--- src/rtl/intr_ctrl.sv ---
// Interrupt controller: two synchronised edge-triggered external lines plus a
// periodic timer, latched as pending bits, masked, prioritised, single in-service level.

module intr_sync (
  input  logic clk,
  input  logic reset,
  input  logic irq,
  output logic rise
);
  logic s1, s2, h;

  always_ff @(posedge clk) begin
    if (!reset) begin
      s1 <= 1'b0;
      s2 <= 1'b0;
      h  <= 1'b0;
    end else begin
      s1 <= irq;
      s2 <= s1;
      h  <= s2;
    end
  end

  assign rise = s2 & ~h;
endmodule

module intr_ctrl #(
  parameter int TIMER_W = 16
) (
  input  logic               clk,
  input  logic               reset,
  input  logic               ext_irq1,
  input  logic               ext_irq2,
  input  logic               timer_we,
  input  logic [TIMER_W-1:0] timer_period,
  input  logic               mask_we,
  input  logic [2:0]         mask_in,
  input  logic               ack,
  input  logic               reti,
  output logic               intr1,
  output logic               intr2,
  output logic [2:0]         pending,
  output logic               in_service
);
  localparam int NUM_EXT = 2;

  logic [NUM_EXT-1:0] ext_irq, ext_rise;
  assign ext_irq = {ext_irq2, ext_irq1};

  for (genvar g = 0; g < NUM_EXT; g++) begin : g_sync
    intr_sync u_sync (
      .clk   (clk),
      .reset (reset),
      .irq   (ext_irq[g]),
      .rise  (ext_rise[g])
    );
  end

  // Timer: a write restarts the count, so it suppresses a tick on that edge.
  logic [TIMER_W-1:0] period, cnt;
  logic               tick;

  assign tick = (period != '0) && (cnt == '0) && !timer_we;

  always_ff @(posedge clk) begin
    if (!reset) begin
      period <= '0;
      cnt    <= '0;
    end else if (timer_we) begin
      period <= timer_period;
      cnt    <= timer_period - TIMER_W'(1);
    end else if (period != '0) begin
      cnt    <= tick ? period - TIMER_W'(1) : cnt - TIMER_W'(1);
    end
  end

  // isrc: 0 = idle, 1 = ext1, 2 = ext2, 3 = timer; in_service is its non-idle flag.
  logic [2:0] pend, mask, evt, elig, elig_post, grant;
  logic [1:0] isrc, isrc_nxt;
  logic       is_post;

  assign evt        = {tick, ext_rise};
  assign in_service = |isrc;
  assign is_post    = in_service & ~reti;
  assign elig_post  = pend & mask & {3{~is_post}};

  always_comb begin
    grant    = 3'b000;
    isrc_nxt = is_post ? isrc : 2'd0;
    if (ack) begin
      if (elig_post[0]) begin
        grant    = 3'b001;
        isrc_nxt = 2'd1;
      end else if (elig_post[1]) begin
        grant    = 3'b010;
        isrc_nxt = 2'd2;
      end else if (elig_post[2]) begin
        grant    = 3'b100;
        isrc_nxt = 2'd3;
      end
    end
  end

  always_ff @(posedge clk) begin
    if (!reset) begin
      pend <= 3'b000;
      mask <= 3'b000;
      isrc <= 2'd0;
    end else begin
      pend <= (pend & ~grant) | evt;
      if (mask_we) mask <= mask_in;
      isrc <= isrc_nxt;
    end
  end

  assign elig    = pend & mask & {3{~in_service}};
  assign intr1   = elig[0];
  assign intr2   = ~elig[0] & (elig[1] | elig[2]);
  assign pending = pend;
endmodule

--- config.mk ---
export PLATFORM = sky130hd
export DESIGN_NAME = intr_ctrl
export DESIGN_NICKNAME = d
export VERILOG_FILES = /design/src/rtl/intr_ctrl.sv
export SDC_FILE = /design/constraint.sdc
export NUM_CORES = 1
export LEC_CHECK = 0
export CAP_MARGIN = 20
export CORE_MARGIN = 4
export CORE_UTILIZATION = 35
export DETAILED_ROUTE_END_ITERATION = 6
export PLACE_DENSITY = 0.6
export SYNTH_ARGS = -nofsm -noshare
export SYNTH_HDL_FRONTEND = slang
export SYNTH_SLANG_ARGS = --single-unit
--- constraint.sdc ---
create_clock -name clk -period 5.86 [get_ports clk]
set_input_delay 1.172 -clock clk [delete_from_list [all_inputs] [get_ports clk]]
set_output_delay 1.172 -clock clk [all_outputs]
set_load 0.1 [all_outputs]
---- Yosys cells after proc, flatten, opt, wreduce, memory -nomap -nowiden ----
Index checks and enable logic that the tools add are counted.
word-level totals
  register bits after elaboration ......... 46
  input bits .............................. 27
  output and inout port bits .............. 6
  logic and storage cells ................. 50
operators by class
  add/sub/neg operators ................... 3
  mux-type cells .......................... 12
  bitwise gates (word level) .............. 17
  reduce and logical (&&, ||, !) cells .... 7
operators with widths
  kind                                                                  number
  16-bit two-way mux                                                    3
  16-bit by 1-bit subtractor with 16-bit output, second input constant  3
  16-bit logical NOT                                                    1
  16-bit nonzero test                                                   1
  3-bit AND                                                             4
  3-bit two-way mux                                                     4
  2-bit two-way mux                                                     5
  1-bit NOT                                                             6
  1-bit AND                                                             4
  3-bit NOT                                                             1
  3-bit bitwise OR                                                      1
  1-bit logical AND                                                     2
  2-bit nonzero test                                                    1
  2-bit OR reduction                                                    1
  1-bit logical NOT                                                     1
  1-bit bitwise OR                                                      1

---- Logic depth before layout (Yosys ltp) ----
Gate-level depths: netlist of run 1.
  depth in word-level cells ............... 11
  gate-level depth with buffers ........... 13
  depth with buffers taken out ............ 10

---- Modules after synthesis ----
A second synthesis of run 1 with hierarchy kept.
second synthesis, totals
  cell total of the unflattened synthesis .. 293
  area total of the unflattened synthesis .. 2,513.7 µm²
by module, submodules not included
  module     times used  cells an instance  area each (µm²)  seq. area each (µm²)
  intr_ctrl  1           279                2,328.5          800.8
  intr_sync  2           7                  92.6             60.1

---- Worst setup path before layout of run 1 ----
OpenSTA, ideal clock, no wires.
  path kind ............................... input -> register
  start point ............................. input timer_we
  end point ............................... register cnt[8]
  setup time .............................. 0.106 ns
  arrival time ............................ 3.657 ns
  required time ........................... 5.754 ns
  setup slack ............................. 2.097 ns
  stages on the path ...................... 13
  buffers on the path ..................... 5
  cell sequence ........................... buf_6 -> buf_2 -> buf_2 -> clkbuf_1 -> buf_2 -> and2_1 -> a221oi_1 -> ha_1 -> nand2_1 -> a31oi_1 -> nand3_1 -> or4b_1 -> o311ai_0
between the ends
  cells in the longest elaborated chain, start to end .. 5
  elaborated cells between the ends (all ways) .. 6
  those cells by class .................... 3 x mux; 3 x reduce/logical
RTL lines
  element                 RTL line  RTL
  start: declaration      34        input logic timer_we,
  1-bit logical NOT       63        assign tick = (period != '0) && (cnt == '0) && !timer_we;
  1-bit logical AND       63
  16-bit two-way mux      73        cnt <= tick ? period - TIMER_W'(1) : cnt - TIMER_W'(1);
  16-bit two-way mux      72        end else if (period != '0) begin
  16-bit two-way mux      69        end else if (timer_we) begin
  end signal: assignment  71        cnt <= timer_period - TIMER_W'(1);
  end signal: assignment  73
  end: declaration        60        logic [TIMER_W-1:0] period, cnt;
Parallel ways exist; a longest one is shown, timed or not. The select of a mux whose other input is x is not followed.
A chain may end at the register's enable or synchronous reset.

---- Worst setup path in the final report of run 1 ----
  start point ............................. input timer_we
  end point ............................... register cnt[6]
The elaborated chain is that of the path after synthesis.

==> impl_metrics.tcl, run 1 <==
set metrics [dict create \
    status "finished clean" \
    slew_headroom 0.349 \
    synth_cell_types 49 \
    synth-seq-cells 46 \
    cts_root_buf "clkbuf_8" \
    vias_per_cell 5.64 \
    min_period_ps 4260 \
    finalHoldViolCount 0 \
    grt_use_total 0.156 \
    dpl_cell_area_sq_um 2740 \
    hpwlAfterDp_mm 4.37 \
    wl_mm 6.26 \
    crit_chain "clkdlybuf4s50_1 -> or4_1 -> nor3_2 -> a41oi_1 -> ha_1 -> nand2_1 -> a31oi_1 -> nand3_1 -> nand2_1 -> o221a_2" \
    yosysWarnings 0 \
    arrival_ps 4450 \
    clockBufferDepth 2 \
    hold_path.class "register to register" \
    holdBufCountCts 0 \
    final_common_cell "dfxtp_1" \
    clock_skew_ps 7.50 \
    ant_nets 0 \
    die-width_um 90.5 \
    cts_resized 0 \
    finalSetupViolCount 0 \
    grt_pass1_wl_mm 10.6 \
    synth-async-reset-ratio 0 \
    design_area_sq_um 2860 \
    clk_pin_slew_ps 80 \
    cp_slowest_cell "or4_1" \
    worst_setup_path_start_kind "primary input" \
    fin_nets 354 \
    p_leak_nw 1.07 \
    synth_area_per_cell_sq_um 7.95 \
    slew_viol_final 0 \
    cts.sinks 46 \
    drv_cap 0 \
    timing.fmax_mhz 235 \
    port_buffers 32 \
    core_area_sq_um 6490 \
    pin_count 33 \
    drt_iter0_drc 143 \
    rows 29 \
    crit_path_end_kind "register" \
    cts_setup_buffers 0 \
    crit_family "simple AND/OR/NAND/NOR gates" \
    wl_met2_mm 2.74 \
    synth_ff_type "dfxtp_1" \
    synth_edf_count 0 \
    htreeDepth 2 \
    wl_per_cell_um 15.5 \
    critPathMaxStageDelay_ps 640 \
    n_antenna_cell 0 \
    cp_common_cell "nand2_1" \
    fin_tns_setup_ps 0 \
    first_pass_iters 4 \
    antenna_found_initial 0 \
    power_density_nw_per_um2 251 \
    rsz0062_at_grt "no" \
    cp.required_ps 6050 \
    cp.buffers_inverters 1 \
    syn2layout_area_growth_pct 19.9 \
    layout-drive-gt1-share 0.0581 \
    finalCritPeriodShare 0.726 \
    netlist_instances 300 \
    critical_path_class "primary input to register" \
    wl_met1_mm 3.05 \
    gr-total-overflow 0 \
    start_util 0.367 \
    cts_tree "built" \
    grt_pass1_vias 2253 \
    final_cell_mix "dfxtp_1, nor2_1, nand2_1" \
    dieArea_sq_um 8190 \
    insertion_delay_ps 300 \
    numCtsBuffers 5 \
    grt_max_degree 42 \
    routabilityCongestion 0.872 \
    cp_max_fo 12 \
    seq_area_frac_synth 0.386 \
    drc 0 \
    wl_met3_um 354 \
    synthesis.nets 328 \
    vias 2280 \
    die_height_um 90.5 \
    worst_pin_slew_ps 973 \
    top_layer_used "met4" \
    syn_area_sq_um 2380 \
    vdd_drop_max_mv 0.0924 \
]
## path summary, 6_finish.rpt
check / slack [ps] / to / from / cells past startpoint
worst max-delay path: 1600 / cnt[6]$_SDFFE_PN0P_ / timer_we / 10
worst min-delay path: 440 / g_sync[1].u_sync.s2$_SDFF_PN0_ / g_sync[1].u_sync.s1$_SDFF_PN0_ / 1
worst max register to register: 2540 / cnt[8]$_SDFFE_PN0P_ / cnt[10]$_SDFFE_PN0P_ / 9
worst min register to register: 440 / g_sync[1].u_sync.s2$_SDFF_PN0_ / g_sync[1].u_sync.s1$_SDFF_PN0_ / 1
## Yosys cell counts, types with 3 or more instances
cell type	instances	area (sq um)
nor4_1	6	37.5
a41oi_1	4	35.0
o21ai_0	25	125
nand2b_1	3	18.8
mux2i_1	9	90.1
nand3_1	6	30.0
xor2_1	4	35.0
nor2_1	34	128
or4_1	3	22.5
nand2_1	33	124
o31ai_1	3	22.5
dfxtp_1	46	921
or3_1	4	25.0
and2_1	8	50.1
nor2b_1	5	31.3
inv_1	13	48.8
a311oi_1	6	52.6
a31oi_1	13	81.3
a21oi_1	21	105
buf_2	4	20.0
clkbuf_1	10	37.5
a211oi_1	4	30.0
## through the flow
step	util	cells	setup slack (ps)	total power [W]	hold slack [ps]
CTS	0.436	403	1630	0.000716	438
global placement	0.421	395	1450	0.000514	415
global route	0.440	404	1410	0.000756	455
finish	0.440	404	1600	0.000717	436
detailed placement	0.421	395	1330	0.000515	418
floorplan	-	300	2100	0.000465	412
## state kept, by name (all words and copies together), names as in the netlist
| signal | count |
|---|---|
| isrc | 2 |
| period | 16 |
| g_sync.u_sync.h | 2 |
| g_sync.u_sync.s1 | 2 |
| cnt | 16 |
| mask | 3 |
| g_sync.u_sync.s2 | 2 |
| pending | 3 |
## kinds of logic after synthesis
logic type / Yosys count / synth area share
AO/OA/AOI/OAI: 93 / 0.254
XOR/XNOR: 4 / 0.0147
adder cells (fa/ha/maj): 1 / 0.00525
buffers and inverters: 31 / 0.0588
flip-flops: 46 / 0.386
multiplexers: 9 / 0.0378
AND/OR/NAND/NOR: 116 / 0.244
## report_power, final
group	switching [W]	internal, W
logic	0.0000923	0.0000642
registers	0.0000204	0.000335
clock network	0.000110	0.0000950
total	0.000223	0.000494
## worst register-to-register path, delay by kind of cell (launching register included)
| family | cells | cell delay [ps] |
|---|---|---|
| and+or+nand+nor | 5 | 1510 |
| DFF | 1 | 420 |
| adders and majority gates | 1 | 260 |
| AOI/OAI and AO/OA | 3 | 1020 |
## per-layer routing
metal,global-route usage,vias up
met5,0,-
met4,0.0561,0
met3,0.0317,9
met2,0.250,64
met1,0.206,1064
li1,-,1143
## layout make-up
cell class              count  area [sq um]
flip-flops and latches     46           921
clock buffers               6          82.6
fillers                   652          3640
clock inverters             2          12.5
multi-input cells         223          1320
repair buffers             36           370
inverters                  14          52.6
well taps                  77          96.3
Power figures use the tool's default switching activity.
==> run 2: changes to the inputs <==
Clock period 5.86 ns to 4.4 ns, I/O delays scaled along.
==> run 2 against run 1 <==
  * Via count is 0.13% higher
  * Hold slack better by 7.7 ps
  * Sequential share of layout area is 0.66 points lower
  * Clock skew is 1.1 ps higher
==> impl_metrics.tcl, run 2 (synthesis gave the netlist of run 1 again) <==
set metrics [dict create \
    status "finished clean" \
    final_common_cell "dfxtp_1" \
    slew_headroom 0.348 \
    syn2layout_area_growth_pct 22.4 \
    grt_max_degree 34 \
    final_cell_mix "dfxtp_1, nor2_1, nand2_1" \
    insertion_delay_ps 300 \
    routabilityCongestion 0.872 \
    r2r_slack_ps 1150 \
    pwr-share-comb 0.198 \
    core_area_sq_um 6490 \
    vias 2283 \
    pin_count 33 \
    wl_per_cell_um 15.4 \
    slew_viol_final 0 \
    fin_total_pwr_w 0.00106 \
    rows 29 \
    cts_root_buf "clkbuf_8" \
    fin_nets 358 \
    dpl_cell_area_sq_um 2770 \
    crit_path_end_kind "register" \
    p_sw_w 0.000302 \
    grt_use_total 0.159 \
    grt_pass1_wl_mm 10.8 \
    min_period_ps 3580 \
    hpwlAfterDp_mm 4.40 \
    crit_chain "clkdlybuf4s50_1 -> buf_4 -> o21ai_0 -> a41oi_1 -> buf_4 -> ha_1 -> nand2_1 -> a31oi_1 -> nand3_1 -> or4b_1 -> o311ai_0" \
    largestRegisters "cnt: 16 flops, period: 16 flops" \
    clock_skew_ps 8.60 \
    critPathLaunch "timer_we" \
    share_seq_of_total_power 0.445 \
    antenna_found_initial 0 \
    critPathMaxStageDelay_ps 580 \
    rsz0062_at_grt "no" \
    p_leak_nw 1.11 \
    cts_setup_buffers 0 \
    vias_per_cell 5.60 \
    pwr-share-clk 0.357 \
    drc 0 \
    layout-drive-gt1-share 0.0695 \
    final_cells 408 \
    cp_num_cells 11 \
    htreeDepth 2 \
    worst_setup_path_start_kind "primary input" \
    wl_met1_mm 3.12 \
    setup.worst_path.end "cnt[8]$_SDFFE_PN0P_" \
    power_density_nw_per_um2 364 \
    dieArea_sq_um 8190 \
    fin_tns_setup_ps 0 \
    top_layer_used "met4" \
    cts_resized 0 \
    cp_slowest_cell "or4b_1" \
    finalSetupViolCount 0 \
    numCtsBuffers 5 \
    clockBufferDepth 2 \
    ant_nets 0 \
    crit_family "buffers and inverters" \
    start_util 0.367 \
    cp_max_fo 33 \
    wl_mm 6.27 \
    timing.fmax_mhz 279 \
    die-width_um 90.5 \
    wl_met3_um 321 \
    holdBufCountCts 0 \
    first_pass_iters 4 \
    n_antenna_cell 0 \
    cp.required_ps 4590 \
    drt_iter0_drc 161 \
    cts_tree "built" \
    finalCritPeriodShare 0.814 \
    reg2regPathDepth 10 \
    hold_path.class "register to register" \
    gr-total-overflow 0 \
    p_int_w 0.000762 \
    design_area_sq_um 2920 \
    port_buffers 32 \
    critical_path_class "primary input to register" \
    cp.buffers_inverters 3 \
    arrival_ps 3770 \
    vdd_drop_max_mv 0.200 \
    reg2reg_to "cnt[8]$_SDFFE_PN0P_" \
    r2r-start "cnt[10]$_SDFFE_PN0P_" \
    finalHoldViolCount 0 \
    wl_met2_mm 2.74 \
    switching_share 0.284 \
    cts.sinks 46 \
    worst_pin_slew_ps 975 \
    die_height_um 90.5 \
    cp_common_cell "buf_4" \
    place_inst 399 \
    grt_pass1_vias 2208 \
    drv_cap 0 \
    clk_pin_slew_ps 90 \
]
==> run 2: metrics by stage <==
| stage | hold slack (ps) | setup slack (ps) | util |
|---|---|---|---|
| after detailed placement | 424 | 511 | 0.426 |
| after CTS | 449 | 832 | 0.447 |
| final | 444 | 818 | 0.449 |
| after global routing | 458 | 557 | 0.449 |
| after floorplan | 412 | 929 | - |
| after global placement | 413 | 607 | 0.426 |
==> run 2: routing by layer <==
| layer | global-route usage | up-vias |
|---|---|---|
| met5 | 0 | - |
| met4 | 0.0523 | 0 |
| met3 | 0.0308 | 7 |
| met2 | 0.237 | 71 |
| met1 | 0.229 | 1055 |
| li1 | - | 1150 |
==> run 2: worst min path at each step <==
stage,startpoint,depth (start not counted),to
after floorplan,g_sync[0].u_sync.s1$_SDFF_PN0_,1,g_sync[0].u_sync.s2$_SDFF_PN0_
after global placement,g_sync[1].u_sync.s1$_SDFF_PN0_,1,g_sync[1].u_sync.s2$_SDFF_PN0_
after detailed placement,g_sync[0].u_sync.s1$_SDFF_PN0_,1,g_sync[0].u_sync.s2$_SDFF_PN0_
after CTS,g_sync[0].u_sync.s1$_SDFF_PN0_,1,g_sync[0].u_sync.s2$_SDFF_PN0_
after global routing,g_sync[1].u_sync.s1$_SDFF_PN0_,1,g_sync[1].u_sync.s2$_SDFF_PN0_
final,g_sync[0].u_sync.s1$_SDFF_PN0_,1,g_sync[0].u_sync.s2$_SDFF_PN0_
==> run 2: power groups by stage <==
stage	clock, W	sequential, W	combinational, W
global placement	0	0.000483	0.000206
finish	0.000380	0.000474	0.000210
global route	0.000401	0.000478	0.000233
detailed placement	0	0.000482	0.000208
floorplan	0	0.000482	0.000138
CTS	0.000383	0.000473	0.000208
==> run 2: area by class of cell <==
type	instances	area, sq um
inverter	14	52.6
multi-input combinational	223	1320
sequential	46	921
clock inverter	3	68.8
timing repair buffer	40	388
fill	632	3580
tap	77	96.3
clock buffer	5	68.8
